`src/rtl/sdrc_arb_pkg.sv`:
```
// ---------------------------------------------------------------------------
// sdrc_arb_pkg
// Shared definitions for the SDRAM application-port arbiter:
//   - FSM state encoding (IDLE, ISSUE)
//   - rr_pick(): round-robin selection helper
// ---------------------------------------------------------------------------
package sdrc_arb_pkg;

    localparam logic [0:0] ST_IDLE  = 1'b0;
    localparam logic [0:0] ST_ISSUE = 1'b1;

    // Widest requester vector the helper handles.
    localparam int MAX_REQ = 4;

    // Returns the first set bit of req_vector, searching from pointer upward
    // and wrapping modulo nreq. Returns pointer when nothing is set; callers
    // qualify the result with a reduction-OR of the request vector.
    function automatic logic [1:0] rr_pick(input logic [MAX_REQ-1:0] req_vector,
                                           input logic [1:0]         pointer,
                                           input int                 nreq);
        logic [1:0] pick;
        int         idx;
        pick = pointer;
        // Walk from the farthest offset down so the nearest match wins last.
        for (int i = MAX_REQ - 1; i >= 0; i--) begin
            idx = (int'(pointer) + i) % nreq;
            if (i < nreq && req_vector[idx]) pick = 2'(idx);
        end
        return pick;
    endfunction

endpackage

```
`src/rtl/sdrc_arb_tag_fifo.sv`:
```
// ---------------------------------------------------------------------------
// sdrc_arb_tag_fifo
// Small in-order FIFO of requester IDs. One instance tracks accepted reads,
// another accepted writes, so data beats find their owner.
//   sdram_clk, sdram_resetn : clock, async active-low reset
//   push, din               : enqueue an ID (ignored when full)
//   pop                     : dequeue the head (ignored when empty)
//   dout                    : current head, combinational
//   full, empty             : occupancy flags
// ---------------------------------------------------------------------------
module sdrc_arb_tag_fifo
    import sdrc_arb_pkg::*;
#(
    parameter int DEPTH = 4,
    parameter int W     = 2
) (
    input  logic         sdram_clk,
    input  logic         sdram_resetn,
    input  logic         push,
    input  logic [W-1:0] din,
    input  logic         pop,
    output logic [W-1:0] dout,
    output logic         full,
    output logic         empty
);

    localparam int AW = $clog2(DEPTH);

    // One extra wrap bit distinguishes full from empty when the indices match.
    logic [AW:0]  wp_q, rp_q;
    logic [W-1:0] mem_q [DEPTH];
    logic         do_push, do_pop;

    assign empty   = (wp_q == rp_q);
    assign full    = (wp_q[AW] != rp_q[AW]) && (wp_q[AW-1:0] == rp_q[AW-1:0]);
    assign do_push = push && !full;
    assign do_pop  = pop && !empty;

    // NOTE: sequential state uses non-blocking assignments so every register
    // samples pre-edge values regardless of statement order.
    always_ff @(posedge sdram_clk or negedge sdram_resetn) begin
        if (!sdram_resetn) begin
            wp_q <= '0;
            rp_q <= '0;
        end else begin
            if (do_push) wp_q <= wp_q + 1'b1;
            if (do_pop)  rp_q <= rp_q + 1'b1;
        end
    end

    // NOTE: storage is deliberately not reset; the pointers define which
    // entries are meaningful, and an unreset array maps to plain RAM/flops.
    always_ff @(posedge sdram_clk) begin
        if (do_push) mem_q[wp_q[AW-1:0]] <= din;
    end

    assign dout = mem_q[rp_q[AW-1:0]];

endmodule

```
`src/rtl/sdrc_app_arb.sv`:
```
// ---------------------------------------------------------------------------
// sdrc_app_arb
// Round-robin arbiter sharing the SDRAM controller's single app_* request
// port between NREQ requesters, with in-order ID FIFOs steering write-data
// strobes and read-data returns back to the issuing requester.
//   Requester side : req_i/req_addr_i/req_len_i/req_wr_n_i -> req_ack_o
//                    wr_data_i/wr_en_n_i <- wr_next_o
//                    rd_data_o (broadcast), rd_valid_o, last_rd_o
//   Core side      : app_req/app_req_addr/app_req_len/app_req_wr_n, app_req_ack
//                    app_wr_next_req, app_last_wr, app_wr_data, app_wr_en_n
//                    app_rd_valid, app_last_rd, app_rd_data
//   arb_err        : sticky, a data beat arrived while its ID FIFO was empty
// ---------------------------------------------------------------------------
module sdrc_app_arb
    import sdrc_arb_pkg::*;
#(
    parameter int NREQ      = 4,
    parameter int ID_W      = 2,
    parameter int APP_AW    = 26,
    parameter int APP_DW    = 32,
    parameter int APP_BW    = 4,
    parameter int bl        = 9,
    parameter int TAG_DEPTH = 4
) (
    input  logic                     sdram_clk,
    input  logic                     sdram_resetn,
    input  logic [NREQ-1:0]          req_i,
    input  logic [NREQ*APP_AW-1:0]   req_addr_i,
    input  logic [NREQ*bl-1:0]       req_len_i,
    input  logic [NREQ-1:0]          req_wr_n_i,
    output logic [NREQ-1:0]          req_ack_o,
    input  logic [NREQ*APP_DW-1:0]   wr_data_i,
    input  logic [NREQ*APP_BW-1:0]   wr_en_n_i,
    output logic [NREQ-1:0]          wr_next_o,
    output logic [APP_DW-1:0]        rd_data_o,
    output logic [NREQ-1:0]          rd_valid_o,
    output logic [NREQ-1:0]          last_rd_o,
    output logic                     app_req,
    output logic [APP_AW-1:0]        app_req_addr,
    output logic [bl-1:0]            app_req_len,
    output logic                     app_req_wr_n,
    input  logic                     app_req_ack,
    input  logic                     app_wr_next_req,
    input  logic                     app_last_wr,
    output logic [APP_DW-1:0]        app_wr_data,
    output logic [APP_BW-1:0]        app_wr_en_n,
    input  logic                     app_rd_valid,
    input  logic                     app_last_rd,
    input  logic [APP_DW-1:0]        app_rd_data,
    output logic                     arb_err
);

    logic [0:0]       state_q;
    logic [ID_W-1:0]  rr_q, sel_q, pick, wsel, rsel;
    logic [NREQ-1:0]  eligible;
    logic [APP_AW-1:0] pick_addr;
    logic [bl-1:0]    pick_len;
    logic             pick_wr_n;
    logic             grant_done, push_wr, push_rd, pop_wr, pop_rd;
    logic             wr_full, wr_empty, rd_full, rd_empty;

    // A requester competes only if its direction still has an ID slot, so a
    // full FIFO stalls one direction without blocking the other.
    // NOTE: every always_comb output gets a default first, so no path
    // through the block can leave a value held (which would infer a latch).
    always_comb begin
        eligible = '0;
        for (int k = 0; k < NREQ; k++)
            eligible[k] = req_i[k] && !(req_wr_n_i[k] ? rd_full : wr_full);
    end

    assign pick = ID_W'(rr_pick(MAX_REQ'(eligible), 2'(rr_q), NREQ));

    always_comb begin
        pick_addr = '0;
        pick_len  = '0;
        pick_wr_n = 1'b1;
        for (int k = 0; k < NREQ; k++) begin
            if (pick == ID_W'(k)) begin
                pick_addr = req_addr_i[k*APP_AW +: APP_AW];
                pick_len  = req_len_i[k*bl +: bl];
                pick_wr_n = req_wr_n_i[k];
            end
        end
    end

    // Command registers double as the core-facing outputs, so the request
    // stays stable for the whole ISSUE phase.
    always_ff @(posedge sdram_clk or negedge sdram_resetn) begin
        if (!sdram_resetn) begin
            state_q      <= ST_IDLE;
            rr_q         <= '0;
            sel_q        <= '0;
            app_req      <= 1'b0;
            app_req_addr <= '0;
            app_req_len  <= '0;
            app_req_wr_n <= 1'b1;
        end else begin
            case (state_q)
                ST_IDLE: begin
                    if (|eligible) begin
                        sel_q        <= pick;
                        app_req_addr <= pick_addr;
                        app_req_len  <= pick_len;
                        app_req_wr_n <= pick_wr_n;
                        app_req      <= 1'b1;
                        state_q      <= ST_ISSUE;
                    end
                end
                default: begin
                    if (app_req_ack) begin
                        app_req <= 1'b0;
                        rr_q    <= (sel_q == ID_W'(NREQ - 1)) ? '0 : sel_q + ID_W'(1);
                        state_q <= ST_IDLE;
                    end
                end
            endcase
        end
    end

    assign grant_done = (state_q == ST_ISSUE) && app_req_ack;
    assign push_wr    = grant_done && !app_req_wr_n;
    assign push_rd    = grant_done && app_req_wr_n;

    always_comb begin
        req_ack_o = '0;
        for (int k = 0; k < NREQ; k++)
            if (grant_done && sel_q == ID_W'(k)) req_ack_o[k] = 1'b1;
    end

    sdrc_arb_tag_fifo #(.DEPTH(TAG_DEPTH), .W(ID_W)) u_wr_fifo (
        .sdram_clk    (sdram_clk),
        .sdram_resetn (sdram_resetn),
        .push         (push_wr),
        .din          (sel_q),
        .pop          (pop_wr),
        .dout         (wsel),
        .full         (wr_full),
        .empty        (wr_empty)
    );

    sdrc_arb_tag_fifo #(.DEPTH(TAG_DEPTH), .W(ID_W)) u_rd_fifo (
        .sdram_clk    (sdram_clk),
        .sdram_resetn (sdram_resetn),
        .push         (push_rd),
        .din          (sel_q),
        .pop          (pop_rd),
        .dout         (rsel),
        .full         (rd_full),
        .empty        (rd_empty)
    );

    // Write beats: the oldest accepted write owns the data path until its
    // last beat. With no owner the byte enables are forced inactive.
    always_comb begin
        wr_next_o   = '0;
        app_wr_data = '0;
        app_wr_en_n = '1;
        for (int k = 0; k < NREQ; k++) begin
            if (!wr_empty && wsel == ID_W'(k)) begin
                wr_next_o[k] = app_wr_next_req;
                app_wr_data  = wr_data_i[k*APP_DW +: APP_DW];
                app_wr_en_n  = wr_en_n_i[k*APP_BW +: APP_BW];
            end
        end
    end

    assign pop_wr = app_wr_next_req && app_last_wr && !wr_empty;

    // Read beats: data is broadcast, only the qualifiers are steered.
    assign rd_data_o = app_rd_data;

    always_comb begin
        rd_valid_o = '0;
        last_rd_o  = '0;
        for (int k = 0; k < NREQ; k++) begin
            if (!rd_empty && rsel == ID_W'(k)) begin
                rd_valid_o[k] = app_rd_valid;
                last_rd_o[k]  = app_rd_valid && app_last_rd;
            end
        end
    end

    assign pop_rd = app_rd_valid && app_last_rd && !rd_empty;

    always_ff @(posedge sdram_clk or negedge sdram_resetn) begin
        if (!sdram_resetn)
            arb_err <= 1'b0;
        else if ((app_wr_next_req && wr_empty) || (app_rd_valid && rd_empty))
            arb_err <= 1'b1;
    end

endmodule
```
`config.mk`:
```
export PLATFORM = sky130hd
export DESIGN_NAME = sdrc_app_arb
export DESIGN_NICKNAME = d
export VERILOG_FILES = /design/src/rtl/sdrc_arb_pkg.sv /design/src/rtl/sdrc_arb_tag_fifo.sv /design/src/rtl/sdrc_app_arb.sv
export SDC_FILE = /design/constraint.sdc
export NUM_CORES = 1
export LEC_CHECK = 0
export ABC_AREA = 0
export CORE_AREA = 2 2 176 178
export CTS_BUF_LIST = sky130_fd_sc_hd__clkbuf_4
export DETAILED_ROUTE_END_ITERATION = 16
export DIE_AREA = 0 0 178 180
export GPL_ROUTABILITY_DRIVEN = 0
export PLACE_DENSITY = 0.55
export RECOVER_POWER = 25
export SLEW_MARGIN = 5
export SYNTH_ARGS = -nofsm -noshare
export SYNTH_HDL_FRONTEND = slang
export SYNTH_SLANG_ARGS = --single-unit
```
`constraint.sdc`:
```
create_clock -name sdram_clk -period 4.4 [get_ports sdram_clk]
set_input_delay 0.44 -clock sdram_clk [delete_from_list [all_inputs] [get_ports sdram_clk]]
set_output_delay 0.44 -clock sdram_clk [all_outputs]
set_load 0.005 [all_outputs]
```
## Word-level counts from Yosys, hierarchy flattened

Memory sizes are Yosys's and may differ from the RTL's.
Cells that the tools add are included.

| operators by class | value |
|---|---|
| magnitude comparators | 4 |
| bitwise logic cells | 4 |
| equal/unequal tests | 19 |
| reductions and logical operators | 53 |
| $add $sub $neg | 8 |
| muxes and demuxes | 66 |

Operator list:

| operator | count |
|---|---|
| 32-bit two-way mux | 4 |
| 26-bit two-way mux | 4 |
| 1-bit two-way mux | 41 |
| 9-bit two-way mux | 4 |
| 1-bit logical AND | 31 |
| 2-bit equality test, second input constant | 8 |
| 4-bit two-way mux | 4 |
| 3-bit by 1-bit adder with 3-bit output, second input constant | 4 |
| 3-bit by 4-bit less-than comparator with 1-bit output, second input constant | 3 |
| 2-bit two-way mux | 5 |
| 1-bit zero test | 9 |
| 1-bit binary-select mux with 2-bit select | 4 |
| 2-bit by 1-bit equality test with 1-bit output, second input constant | 4 |
| 2-bit zero test | 4 |
| 3-bit equality test | 2 |
| 2-bit AND reduction | 3 |
| 2-bit OR reduction | 3 |
| 2-bit by 1-bit adder with 2-bit output, second input constant | 2 |
| 2-bit adder, second input constant | 2 |
| 2-bit equality test | 2 |
| 4-bit OR reduction | 1 |
| 1-bit AND, first input constant | 3 |
| 2-bit by 3-bit less-than comparator with 1-bit output, second input constant | 1 |
| 1-bit != test | 2 |
| other kinds (4) | 4 |

| word-level totals | value |
|---|---|
| output and inout bits | 122 |
| RAM bits | 16 |
| word-level logic and storage cells | 168 |
| input port bits | 331 |
| flip-flop bits (word level) | 55 |
| memories | 2 |

Memory list:

| memory | words | bits a word | read ports | clocked after memory_dff | wr ports | RTL line | text |
|---|---|---|---|---|---|---|---|
| u_rd_fifo.mem_q | 4 | 2 | 1 | 0 | 1 | sdrc_arb_tag_fifo.sv:31 | `logic [W-1:0] mem_q [DEPTH];` |
| u_wr_fifo.mem_q | 4 | 2 | 1 | 0 | 1 | sdrc_arb_tag_fifo.sv:31 |  |

## Logic depth before layout (Yosys ltp)

Gate-level depths: netlist of run 1.

| logic depth | value |
|---|---|
| depth after elaboration | 17 |
| depth in mapped cells | 10 |
| gate-level depth less buffers | 8 |

## By module

A second synthesis of run 1 with hierarchy kept.

| second synthesis, totals | value |
|---|---|
| cell total of the unflattened synthesis | 565 |
| area total of the unflattened synthesis | 6,427.4 µm² |

Modules (own cells, without submodules):

| module | times used | cells each | area an instance (µm²) | seq. area each (µm²) |
|---|---|---|---|---|
| sdrc_app_arb | 1 | 445 | 4,845.9 | 1,077.3 |
| sdrc_arb_tag_fifo at u_wr_fifo | 1 | 60 | 799.5 | 390.4 |
| sdrc_arb_tag_fifo at u_rd_fifo | 1 | 60 | 782.0 | 390.4 |

## Worst setup path before layout of run 1

Ideal clock, no wire load.

| timing path | value |
|---|---|
| kind | register -> output |
| from | register u_wr_fifo.rp_q[0] |
| to | output port app_wr_data[10] |
| arrival | 1,973 ps |
| stages on the path, launching flop included | 6 |
| data required time | 3,960 ps |
| slack | 1,987 ps |
| path buffers | 2 |
| cells stage by stage | dfrtp_1 > mux4_2 > buf_2 > buf_2 > mux4_2 > and2_1 |

| between the ends | value |
|---|---|
| cells in the longest elaborated chain, start to end | 7 |
| elaborated cells between the ends (all ways) | 15 |
| classes of those cells | eq/ne (4); mux (4); reduce/logical (6); memory (1) |

RTL lines:

| item | RTL line | text |
|---|---|---|
| from (decl) | sdrc_arb_tag_fifo.sv:30 | `logic [AW:0] wp_q, rp_q;` |
| from (signal assigned) | sdrc_arb_tag_fifo.sv:47 | `if (do_pop) rp_q <= rp_q + 1'b1;` |
| memory 4 x 2 bit / 3-bit equality test (equally long branches) | - |  |
| 2-bit zero test / 1-bit zero test (equally long branches) | sdrc_app_arb.sv:160 | `if (!wr_empty && wsel == ID_W'(k)) begin` |
| 1-bit logical AND | sdrc_app_arb.sv:160 |  |
| 32-bit two-way mux (3 in series) | sdrc_app_arb.sv:160 |  |
| 32-bit two-way mux * | sdrc_app_arb.sv:160 |  |
| to (decl) | sdrc_app_arb.sv:45 | `output logic [APP_DW-1:0] app_wr_data,` |

Mark *: on every way between the ends. The rest lies on a longest branch, timed or not.

## Worst setup path in the final report of run 1

| timing path | value |
|---|---|
| from | register u_wr_fifo.rp_q[0] |
| to | output port app_wr_data[28] |

The elaborated chain is that of the path after synthesis.

==> summary.md, run 1 <==
| Metric | Value |
|---|---|
| Outcome | finished with violations |
| Failing checks | max-capacitance violations, max-slew violations |
| Post-synth top flop | dfrtp_1 |
| Post-DRT Antenna Nets | 0 |
| Sequential fraction of the synthesis area | 32.5% |
| Psw | 2.52 mW |
| CTS tree | done |
| Finished Layout Cells | 1244 |
| CTS Buffer Depth | 2 |
| Cell taking the most area after synthesis | dfrtp_1 |
| # Max-Cap Violations | 1 |
| Unrepaired setup endpoints after global routing | false |
| Crit path kind | register to primary output |
| Cells after Synth | 488 |
| CTS Sinks | 71 |
| Post-layout nets | 1186 |
| Most frequent cell after synthesis | mux2i_1 |
| Post-CTS Setup Inserts | 0 |
| IO Port Bufs | 388 |
| Layout area overhead | 73.5% |
| Final WS setup | 637 ps |
| Slew headroom | -115% |
| Largest cells by area after synthesis | dfrtp_1, mux4_2, mux2i_1 |
| Synth top area share | 23.6% |
| Fmax achieved | 266 MHz |
| Final setup TNS | 0 ps |
| GR Overflow Total | 0 |
| Die ar. | 32000 sq um |
| P_int | 3.69 mW |
| I/O pin cnt | 453 |
| Cts hold-fix bufs | 0 |
| DP Cell Count | 1226 |
| Asr flop ratio synth | 77.5% |
| Maximum vdd ir drop | 228 uV |
| Largest net degree at the start of global routing | 56 |
| Cell variety after synth | 50 |
| Root Buffer | clkbuf_4 |
| Multi-input logic area | 3350 sq um |
| Warnings, synthesis | 0 |
| Nature of the critical path endpoint | primary output |
| Post-DP HPWL | 20400 microns |
| Core box area | 30200 sq um |
| CTS clk-pin slew, worst paths | 150 ps |
| WL/cell | 19.8 microns |
| Sw Ratio | 40.6% |
| Fin crit share | 85.5% |
| Post-Syn Nets | 833 |
| Fin. max-slew vios | 56 |
| Crit-path max FO | 23 |
| Post-Route WL | 24600 microns |
| Site row count | 64 |
| Worst EP arrival | 3320 ps |
| Initial DRC Count | 156 |
| First-pass GRT wire length | 35600 microns |
| Tmin final | 3760 ps |
| Reg area | 1860 sq um |
| Flop pwr share | 19.4% |
| Post-CTS resize count | 0 |
| Share of cells above drive strength 1 | 14.1% |
| Post-synth top cells | mux2i_1, nand2_1, dfrtp_1 |
| Hold Worst Slack | 498 ps |
| Avg Inst Size Synth | 11.7 sq um |
| Pre-CTS setup slack | 1010 ps |
| Starting Density | 18.9% |
| Total CTS buffers | 9 |
| Post-synth EDFFs | 16 |
| Initial antenna violation count | 3 |
| Vias per inst | 4.27 |
| Vias in the first global route | 5681 |
| Cell leakage power | 3.79 nW |
| Fill cell count | 3096 |
| # DRC | 0 |
| Crit start category | register |
| FF+latch count, synth | 71 |
| Final hold viol count | 0 |
| Post-Route Skew | 36.2 ps |
| Overall routing resource usage | 15.0% |
| H-Tree Depth | 3 |
| Slew at the pin with the worst max-slew slack | 3230 ps |
| Proportion of power drawn by the clock network | 6.9% |
| CP required | 3960 ps |
| Post-Syn Area | 5720 sq um |
| Slack of the worst reg-to-reg path | 1150 ps |
| Die extent in y | 180 microns |
| PwrDens | 626 nW/um^2 |
| Pre-antenna DRT Iters | 4 |
| Worst skew pair latency | 460 ps |
| Final setup violation count | 0 |
| Die W | 178 microns |
| Worst min path class | register to register |
| Comb power frac | 73.7% |
| Overall power | 6.21 mW |
| Vias | 5317 |
-- final timing paths --
check                      cells after the start         startpoint               end
setup / recovery                               5  u_wr_fifo.rp_q[0]   app_wr_data[28]
hold / removal                                 2            arb_err           arb_err
setup reg to reg                               9  u_wr_fifo.rp_q[0]  app_req_addr[11]
hold reg to reg                                2            arb_err           arb_err
max in group asynchronous                      2       sdram_resetn  app_req_addr[17]
min in group asynchronous                      2       sdram_resetn    app_req_len[4]
-- critical path, cell delays in order (launching register included) --
cell	delay, ps
dfrtp_1	490
mux4_2	870
buf_4	390
mux4_2	530
and2_1	180
clkdlybuf4s50_1	440
-- kinds of logic after synthesis --
group           after synthesis  share of synthesized area (%)
buf+inv                      74                           8.95
flops                        71                           32.5
mux                         120                           29.1
xor+xnor                     14                           2.28
compound gates               61                           12.0
simple gates                134                           12.0
fa+ha+maj                    14                           3.06
-- layer usage --
layer | wire length, microns | global-route usage [%] | vias to the layer above
met5 | 0 | 0 | -
met4 | 865 | 5.80 | 0
met1 | 8840 | 16.2 | 2491
met2 | 12600 | 27.0 | 291
li1 | - | - | 2501
met3 | 2350 | 4.86 | 34
-- metrics by stage --
stage	util, %	area, sq um
floorplan	-	5720
global placement	32.4	9790
detailed placement	32.4	9790
CTS	32.8	9920
global route	32.8	9920
finish	32.9	9920
-- cells in the final DEF, fill, tap and decap left out, drive strengths merged, types with 7 or more instances in the layout --
cell type and count:
edfxtp 16, o21ai 11, o221ai 39, and2 40, nor2 12, clkbuf 10, nand2 58, clkdlybuf4s50 387
xnor2 10, dfrtp 54, mux4 36, mux2i 77, inv 12, mux2 7, ha 14, buf 20
-- area by class of cell --
type                       instances  area share [%]
antenna                            2          0.0505
clock buffer                       9           0.681
clock inverter                     7           0.618
inverter                           8           0.303
multi-input combinational        343            33.8
sequential                        71            18.7
tap                              396            5.00
timing repair buffer             408            40.8
-- power by group through the flow --
stage / Clock (mW) / Combinational, mW / Sequential [mW]
3_5_place_dp: 0 / 4.68 / 1.21
2_1_floorplan: 0 / 2.74 / 1.17
4_1_cts: 0.464 / 4.68 / 1.21
5_1_grt: 0.490 / 5.01 / 1.25
3_3_place_gp: 0 / 4.65 / 1.22
6_report: 0.432 / 4.58 / 1.20
-- sequential cells by signal, summed over array words and instances (netlist names) --
register,flops
u_wr_fifo.rp_q,3
u_rd_fifo.rp_q,3
u_wr_fifo.wp_q,3
u_rd_fifo.mem_q,8
arb_err,1
u_rd_fifo.wp_q,3
state_q,1
sel_q,2
app_req_wr_n,1
rr_q,2
app_req,1
u_wr_fifo.mem_q,8
app_req_len,9
app_req_addr,26
Power figures use the tool's default switching activity.
==> inputs of run 2 (changes only) <==
--- a/config.mk
+++ b/config.mk
@@ -13,7 +13,7 @@
 export GPL_ROUTABILITY_DRIVEN = 0
 export PLACE_DENSITY = 0.55
 export RECOVER_POWER = 25
-export SLEW_MARGIN = 5
+export SLEW_MARGIN = 25
 export SYNTH_ARGS = -nofsm -noshare
 export SYNTH_HDL_FRONTEND = slang
 export SYNTH_SLANG_ARGS = --single-unit
==> results of run 2 <==
Same layout as run 1: the final DEF is identical, and so are final timing and power.
